File: src/rtl/ps2_pkg.sv
// ps2_pkg: shared PS/2 decoder states, prefix constants and the queued event record
package ps2_pkg;
  typedef enum logic [2:0] {ST_IDLE, ST_EXT, ST_BRK, ST_EXT_BRK, ST_SKIP} ps2_state_t;
  localparam logic [7:0] PS2_PFX_EXT = 8'hE0;
  localparam logic [7:0] PS2_PFX_BRK = 8'hF0;
  localparam logic [7:0] PS2_PFX_PAUSE = 8'hE1;
  localparam int PS2_PAUSE_LEN = 7;
  typedef struct packed {
    logic [7:0] code;
    logic ext;
    logic brk;
  } ps2_event_t;
endpackage

File: src/rtl/ps2_event_fifo.sv
// ps2_event_fifo: first-word-fall-through event queue; a pop on a full queue frees room for a same-cycle push
module ps2_event_fifo
  import ps2_pkg::*;
#(
  parameter int DEPTH = 4
) (
  input  logic       clk,
  input  logic       rst_n,
  input  logic       push,
  input  ps2_event_t din,
  input  logic       pop,
  output ps2_event_t dout,
  output logic       full,
  output logic       empty
);
  localparam int AW = $clog2(DEPTH);
  ps2_event_t mem [DEPTH];
  logic [AW-1:0] wr_ptr, rd_ptr;
  logic [AW:0] cnt;
  logic wr, rd;
  assign empty = cnt == '0;
  assign full = cnt == (AW+1)'(DEPTH);
  assign rd = pop & ~empty;
  assign wr = push & (~full | rd);
  // Head reads as zero while empty so the outputs are defined right after reset
  assign dout = empty ? '0 : mem[rd_ptr];
  always_ff @(posedge clk)
    if (wr) mem[wr_ptr] <= din;
  always_ff @(posedge clk) begin
    if (!rst_n) begin
      wr_ptr <= '0;
      rd_ptr <= '0;
      cnt <= '0;
    end else begin
      wr_ptr <= wr_ptr + AW'(wr);
      rd_ptr <= rd_ptr + AW'(rd);
      cnt <= cnt + (AW+1)'(wr) - (AW+1)'(rd);
    end
  end
endmodule

File: src/rtl/ps2_key_event_ctrl.sv
// ps2_key_event_ctrl: PS/2 scan-code prefix decoder feeding an event queue;
// define PS2_TYPEMATIC_FILTER_EN to suppress typematic repeats of the held key
module ps2_key_event_ctrl
  import ps2_pkg::*;
#(
  parameter int FIFO_DEPTH = 4,
  parameter int TIMEOUT_CYC = 50000
) (
  input  logic       clk,
  input  logic       rst_n,
  input  logic       rx_valid,
  input  logic [7:0] rx_byte,
  input  logic       rx_err,
  output logic       ev_valid,
  input  logic       ev_ready,
  output logic [7:0] ev_code,
  output logic       ev_ext,
  output logic       ev_break,
  output logic       ev_overflow,
  input  logic       ovf_clr,
  output logic       busy
);
  localparam int TW = $clog2(TIMEOUT_CYC + 1);
  ps2_state_t state, state_d;
  logic [TW-1:0] to_cnt;
  logic [2:0] skip_cnt;
  logic vld, is_pfx, timeout, cand, dec_push, push_q, fifo_full, fifo_empty, drop;
  ps2_event_t dec_ev, ev_q, head;
  assign vld = rx_valid & ~rx_err;
  assign is_pfx = rx_byte == PS2_PFX_EXT || rx_byte == PS2_PFX_BRK;
  assign timeout = state != ST_IDLE && !rx_valid && to_cnt == TW'(TIMEOUT_CYC - 1);
  assign busy = state != ST_IDLE;
  always_ff @(posedge clk)
    if (!rst_n) state <= ST_IDLE;
    else state <= state_d;
  always_comb begin
    state_d = state;
    if (rx_err || timeout) state_d = ST_IDLE;
    else if (vld)
      case (state)
        ST_IDLE: state_d = rx_byte == PS2_PFX_EXT ? ST_EXT : rx_byte == PS2_PFX_BRK ? ST_BRK :
                           rx_byte == PS2_PFX_PAUSE ? ST_SKIP : ST_IDLE;
        ST_EXT:  state_d = rx_byte == PS2_PFX_BRK ? ST_EXT_BRK : rx_byte == PS2_PFX_EXT ? ST_EXT : ST_IDLE;
        ST_SKIP: state_d = skip_cnt == 3'(PS2_PAUSE_LEN - 1) ? ST_IDLE : ST_SKIP;
        default: state_d = ST_IDLE;
      endcase
  end
  always_comb begin
    dec_ev.code = rx_byte;
    dec_ev.ext = state == ST_EXT || state == ST_EXT_BRK;
    dec_ev.brk = state == ST_BRK || state == ST_EXT_BRK;
    cand = vld && !is_pfx && state != ST_SKIP && !(state == ST_IDLE && rx_byte == PS2_PFX_PAUSE);
  end
`ifdef PS2_TYPEMATIC_FILTER_EN
  logic held_v, held_ext, held_hit;
  logic [7:0] held_code;
  assign held_hit = held_v && held_ext == dec_ev.ext && held_code == rx_byte;
  assign dec_push = cand && !(held_hit && !dec_ev.brk);
  always_ff @(posedge clk)
    if (!rst_n) {held_v, held_ext, held_code} <= '0;
    else if (cand && !dec_ev.brk) {held_v, held_ext, held_code} <= {1'b1, dec_ev.ext, rx_byte};
    else if (cand && held_hit) held_v <= 1'b0;
`else
  assign dec_push = cand;
`endif
  assign drop = push_q & fifo_full & ~(ev_ready & ~fifo_empty);
  always_ff @(posedge clk) begin
    if (!rst_n) begin
      to_cnt <= '0;
      skip_cnt <= '0;
      push_q <= 1'b0;
      ev_q <= '0;
      ev_overflow <= 1'b0;
    end else begin
      to_cnt <= (rx_valid || state_d == ST_IDLE) ? '0 : to_cnt + 1'b1;
      skip_cnt <= state_d != ST_SKIP ? '0 : (state == ST_SKIP && vld) ? skip_cnt + 3'd1 : skip_cnt;
      push_q <= dec_push;
      ev_q <= dec_ev;
      ev_overflow <= drop | (ev_overflow & ~ovf_clr);
    end
  end
  ps2_event_fifo #(.DEPTH(FIFO_DEPTH)) u_fifo (
    .clk(clk), .rst_n(rst_n), .push(push_q), .din(ev_q), .pop(ev_ready),
    .dout(head), .full(fifo_full), .empty(fifo_empty)
  );
  assign ev_valid = ~fifo_empty;
  assign ev_code = head.code;
  assign ev_ext = head.ext;
  assign ev_break = head.brk;
endmodule

File: config.mk
export PLATFORM = sky130hd
export DESIGN_NAME = ps2_key_event_ctrl
export DESIGN_NICKNAME = d
export VERILOG_FILES = /design/src/rtl/ps2_pkg.sv /design/src/rtl/ps2_event_fifo.sv /design/src/rtl/ps2_key_event_ctrl.sv
export SDC_FILE = /design/constraint.sdc
export NUM_CORES = 1
export LEC_CHECK = 0
export BUFFER_PORTS_ARGS = -buffer_cell sky130_fd_sc_hd__buf_2
export CAP_MARGIN = 20
export CORE_UTILIZATION = 35
export DETAILED_ROUTE_END_ITERATION = 12
export GPL_ROUTABILITY_DRIVEN = 0
export SLEW_MARGIN = 10
export SYNTH_ARGS = -nofsm -noshare
export SYNTH_HDL_FRONTEND = slang
export SYNTH_HIERARCHICAL = 1
export SYNTH_SLANG_ARGS = --single-unit
File: constraint.sdc
create_clock -name clk -period 5.4 [get_ports clk]
set_clock_uncertainty 0.2 [all_clocks]
set_input_delay 0.27 -clock clk [delete_from_list [all_inputs] [get_ports clk]]
set_output_delay 0.27 -clock clk [all_outputs]
set_load 0.005 [all_outputs]
; ---- Word level (Yosys, flattened, before mapping)
; Memories as Yosys holds them, arrays and structs flattened. A register that Yosys moved wholly into a read port is not among the register bits.
; Index checks and enable logic that the tools add are counted.
[word_totals]
ramBits = 40
inputBits = 14
reg_bits = 41
output_inout_bits = 13
word_cells = 78
memories = 1
[memory_table]
columns = memory, depth, width, read_ports, rd_ports_with_merged_regs, write_ports, line
row1 = u_fifo.mem, 4, 10, 1, 1, 1, ps2_event_fifo.sv:17  ; ps2_event_t mem [DEPTH];
[classes]
n_eq_ne = 12
addsub = 6
reduce_logical = 21
n_bitwise = 14
mux = 13
[op_table]
columns = operator, count
row1 = $eq 8x8->1 const B, 3
row2 = $mux 3, 6
row3 = $add 16x1->16 const B, 1
row4 = $eq 16x16->1 const B, 1
row5 = $mux 10, 1
row6 = $eq 3x3->1 const B, 3
row7 = $logic_not 3->1, 3
row8 = $pmux 3 s3, 1
row9 = $logic_and 1x1->1, 7
row10 = $and 1x1->1, 6
row11 = $eq 3x2->1 const B, 2
row12 = $ne 3x3->1 const B, 2
row13 = $not 1->1, 6
row14 = $logic_or 1x1->1, 5
row15 = $add 2x1->2, 2
row16 = $mux 2, 2
row17 = $reduce_or 2->1, 2
row18 = $add 3x1->3, 1
row19 = $add 3x1->3 const B, 1
row20 = $eq 3x1->1 const B, 1
row21 = $logic_not 1->1, 3
row22 = $mux 1, 3
row23 = $reduce_bool 3->1, 1
row24 = $sub 3x1->3, 1
row25 = $or 1x1->1, 2

; ---- Depth between registers and ports, before layout
[logic_depth]
depth_word = 10
ltp_mapped = 8
ltp_nobuf = 8

; ---- Cells and area by module
; Netlist, hierarchy kept.
[by_module_without_submodules]
columns = mod, area_each_um2, instances, seq_area_each_um2, cells_each
row1 = ps2_event_fifo, 1889.3, 1, 1341.3, 100
row2 = ps2_key_event_ctrl, 1461.4, 1, 680.7, 158

; ---- Least setup slack after synthesis
; Ideal clock, no wire load.
[synth_path]
path_kind = reg2reg
start = register u_fifo.cnt[1]
end = register u_fifo.cnt[2]
arrival_time_ns = 1.910
period_less_slack_ns = 2.225
required_ns = 5.085
n_path_buf = 0
slack_ns = 3.175
setup_time_ns = 0.115
stages_incl_launch_ff = 9
path_cell_list = dfxtp_1 -> nor3_2 -> or3b_4 -> a21bo_1 -> ha_1 -> fa_1 -> xnor2_1 -> xnor2_1 -> and2_1
[synth_between]
elab_chain_len = 7
word_cells_on_any_way = 9
cone_classes = add/sub (2) / eq/ne (1) / bitwise (5) / reduce/logical (1)
[synth_lines]
columns = item, line
row1 = "start, declared", ps2_event_fifo.sv:19  ; logic [AW:0] cnt;
row2 = "start signal, assigned", ps2_event_fifo.sv:37  ; cnt <= cnt + (AW+1)'(wr) - (AW+1)'(rd);
row3 = $logic_not 3->1, ps2_event_fifo.sv:21  ; assign empty = cnt == '0;
row4 = $not 1->1, ps2_event_fifo.sv:23  ; assign rd = pop & ~empty;
row5 = $and 1x1->1, ps2_event_fifo.sv:23
row6 = $or 1x1->1, ps2_event_fifo.sv:24  ; assign wr = push & (~full | rd);
row7 = $and 1x1->1, ps2_event_fifo.sv:24
row8 = $add 3x1->3, ps2_event_fifo.sv:37
row9 = $sub 3x1->3 (*), ps2_event_fifo.sv:37
; Every way passes the cells marked *; elsewhere a longest branch is shown, timed or not.
; A chain may end at the register's enable or synchronous reset.

; ---- Final worst setup path
[layout_path]
start = register u_fifo.cnt[1]
end = register u_fifo.cnt[2]
[layout_between]
elab_chain_len = 7
word_cells_on_any_way = 9
cone_classes = add/sub (2) / eq/ne (1) / bitwise (5) / reduce/logical (1)
[layout_lines]
columns = item, line
row1 = $logic_not 3->1 (*), ps2_event_fifo.sv:21
row2 = net fifo_empty, ps2_key_event_ctrl.sv:27  ; logic vld, is_pfx, timeout, cand, dec_push, push_q, fifo_full, fifo_empty, drop;
row3 = $not 1->1 (*), ps2_event_fifo.sv:23
row4 = $and 1x1->1 (*), ps2_event_fifo.sv:23
row5 = $or 1x1->1, ps2_event_fifo.sv:24
row6 = $and 1x1->1, ps2_event_fifo.sv:24
row7 = $add 3x1->3, ps2_event_fifo.sv:37
row8 = $sub 3x1->3 (*), ps2_event_fifo.sv:37
; Mark *: on every way through the listed nets, which the timed path passes. The rest lies on a longest branch.

==> results.cfg <==
[cells_and_area]
nets = 321
area_growth_pct = 16.69
nFillCells = 883
ff_latch_area_um2 = 2022
antenna-diode-count = 0
instances_no_fill = 434
multi_input_area_um2 = 1265
drive_above_1_share = 0.2295

[route]
ant_nets = 0
avgRoutedWirePerCell_um = 13.38
drt-initial-drc-count = 60
dr_total_vias = 2045
drt_wl_total_um = 5807
vias_per_cell = 4.712
drc = 0
first_pass_iters = 4

[synth]
ys_types = 44
synth_fp_nets = 279
synthSimpleGateAreaFrac = 0.1904
synth_xor_area_frac = 0.04966
synthAdderAreaFrac = 0.02838
synth_area_per_cell_um2 = 12.99
syn-cell-area_um2 = 3351
seq_area_frac_synth = 0.6034
ys_warn_count = 6
synthMuxAreaShare = 0.07058
async_reset_ff_frac = 0
netlist_instances = 258
synth_compound_area_frac = 0.03697
synth_top_flop_cell = dfxtp_1
synth-edff-count = 40
synth_top_family_by_area = simple AND/OR/NAND/NOR gates
synth_seq_cells = 81

[cts]
cts_sinks = 81
cts_tree = done
cts_max_level = 3
cts_buffers = 9
worst_skew_pair.late_latency_ns = 0.34
clockRootBuffer = clkbuf_8
clock_path_buffers = 2
clk_pin_slew_ns = 0.08

[grt]
grt_usage = 0.1301
grt_overflow = 0
grt_pass1_vias = 2013
grt_max_degree = 22
grt_antenna_before_repair = 0
grt_pass1_wl_um = 9867

[sta]
clock.fmax_ghz = 0.3490
period_minus_slack_ns = 2.866
drv_slew = 0
tightest_slew_ns = 0.8523
final.period_utilization = 0.5307
finalHoldViolCount = 0
setup_viol = 0
rsz0062_at_grt = no
fin_ws_ns = 2.534
fin_tns_setup_ns = 0
max_slew_margin = 0.4287

[pwr]
max-vdd-ir-drop_v = 0.0001131
p_leak_nw = 1.354
finalPower_mw = 1.416
p_per_area_nw_per_um2 = 362.1

[die]
ios = 27
rows = 35
core_area_um2 = 9240
initial_core_util = 0.3626
die_h_um = 99.85
fp.dieArea_um2 = 9969
die_w_um = 99.85

[hold_path]
hold_path.class = input port to register

[run_status]
status = finished clean

[worst_setup_path]
timing.reg2reg.setup_slack_ns = 2.53
worstSetupStartpointType = register
crit_required_ns = 5.44
r2r_cells = 8
timing.rr.start = u_fifo/cnt[1]
endpoint_kind = register
crit_type = register to register
r2r-end = u_fifo/cnt[2]
cp-endpoint = u_fifo/cnt[2]
startpoint = u_fifo/cnt[1]
arrival_ns = 2.91
worstPathMaxFanout = 14

[run]
maxCapViolCount = 0

[place]
dp_hpwl_um = 4002
dp_slack_ns = 2.486
place_inst = 410
portBuffers = 26
-- Yosys cell counts, types with 7 or more instances --
cell / instances / area, um2
nor2b_1: 13 / 81.33
nor4_1: 9 / 56.30
nand3_1: 8 / 40.04
nor2_1: 16 / 60.06
edfxtp_1: 40 / 1201
a21oi_1: 7 / 35.03
xnor2_1: 15 / 131.4
nor3_1: 14 / 70.07
nand2_1: 7 / 26.28
mux4_2: 10 / 225.2
and2_1: 14 / 87.58
dfxtp_1: 41 / 820.8
inv_1: 9 / 33.78
-- sequential cells by signal (all words and copies together) (netlist names) --
name	cells
u_fifo/rd_ptr	2
push_q	1
u_fifo/cnt	3
u_fifo/wr_ptr	2
to_cnt	16
ev_q	10
skip_cnt	3
ev_overflow	1
u_fifo/mem	40
state	3
-- report_power, final --
part | switching, mW | internal (mW) | leakage, nW
combinational | 0.115 | 0.158 | 0.561
sequential | 0.0477 | 0.668 | 0.689
clock | 0.214 | 0.213 | 0.103
total | 0.377 | 1.04 | 1.35
-- final cells by class --
class	instances	share of cell area
tap	129	0.04128
timing repair buffer	36	0.05760
multi-input combinational	161	0.3235
clock buffer	9	0.03168
sequential	81	0.5171
inverter	11	0.01056
clock inverter	7	0.01824
-- placed cells by master, fill, tap and decap left out, types with 10 or more instances in the layout --
master    count
nor3_1       13
and2_1       14
edfxtp_1     40
nor2b_1      13
mux4_2       10
nor2_1       16
dfxtp_1      41
buf_2        26
xnor2_1      15
-- worst max-delay path, stage by stage, from the launching register on --
cell and delay, ns:
dfxtp_1 0.39, nor3_2 0.71, or3b_4 0.27, a21bo_1 0.20, ha_1 0.19, fa_1 0.38
xnor2_1 0.15, xnor2_1 0.13, and2_1 0.15
-- how the worst min path moves through the flow --
stage               depth (start not counted)               end  slack [ns]  startpoint
floorplan                                   1           ev_q[2]        0.19  rx_byte[0]
global placement                            0  u_fifo/mem[2][0]        0.25     ev_q[0]
detailed placement                          0  u_fifo/mem[1][9]        0.26     ev_q[9]
CTS                                         3       ev_overflow        0.05     ovf_clr
global route                                3       ev_overflow        0.06     ovf_clr
finish                                      3       ev_overflow        0.06     ovf_clr
-- cells by family (layout without fill, tap and decap cells) --
kind of cell / after synthesis / count (layout)
and+or+nand+nor: 107 / 107
DFF: 81 / 81
xor gates and xnor gates: 19 / 19
AOI/OAI and AO/OA: 17 / 17
buffers and inverters: 16 / 63
muxes: 11 / 11
adders and majority gates: 7 / 7
-- layer usage --
layer | wire [um] | share of wire | GRT usage | vias up
li1 | - | - | - | 1028
met1 | 2807 | 0.48 | 0.1712 | 980
met2 | 2781 | 0.48 | 0.2111 | 31
met3 | 170 | 0.029 | 0.02507 | 6
met4 | 46 | 0.0079 | 0.05430 | 0
met5 | 0 | 0 | 0 | -
-- metrics by stage --
| step | instance area [um2] | utilization | hold WS, ns |
|---|---|---|---|
| global route | 3910 | 0.4232 | 0.05693 |
| finish | 3910 | 0.4232 | 0.05925 |
| CTS | 3910 | 0.4232 | 0.04668 |
| detailed placement | 3635 | 0.3934 | 0.2608 |
| global placement | 3635 | 0.3934 | 0.2513 |
| floorplan | 3351 | - | 0.1917 |
-- repair_timing --
action / 4_1_cts / 5_1_grt
hold buffers: 8 / 0
setup buffers: 0 / 0
hold endpoints to repair: 8 / 0
gates resized for setup: 0 / 0
No activity file was read; power rests on OpenSTA's default activity.
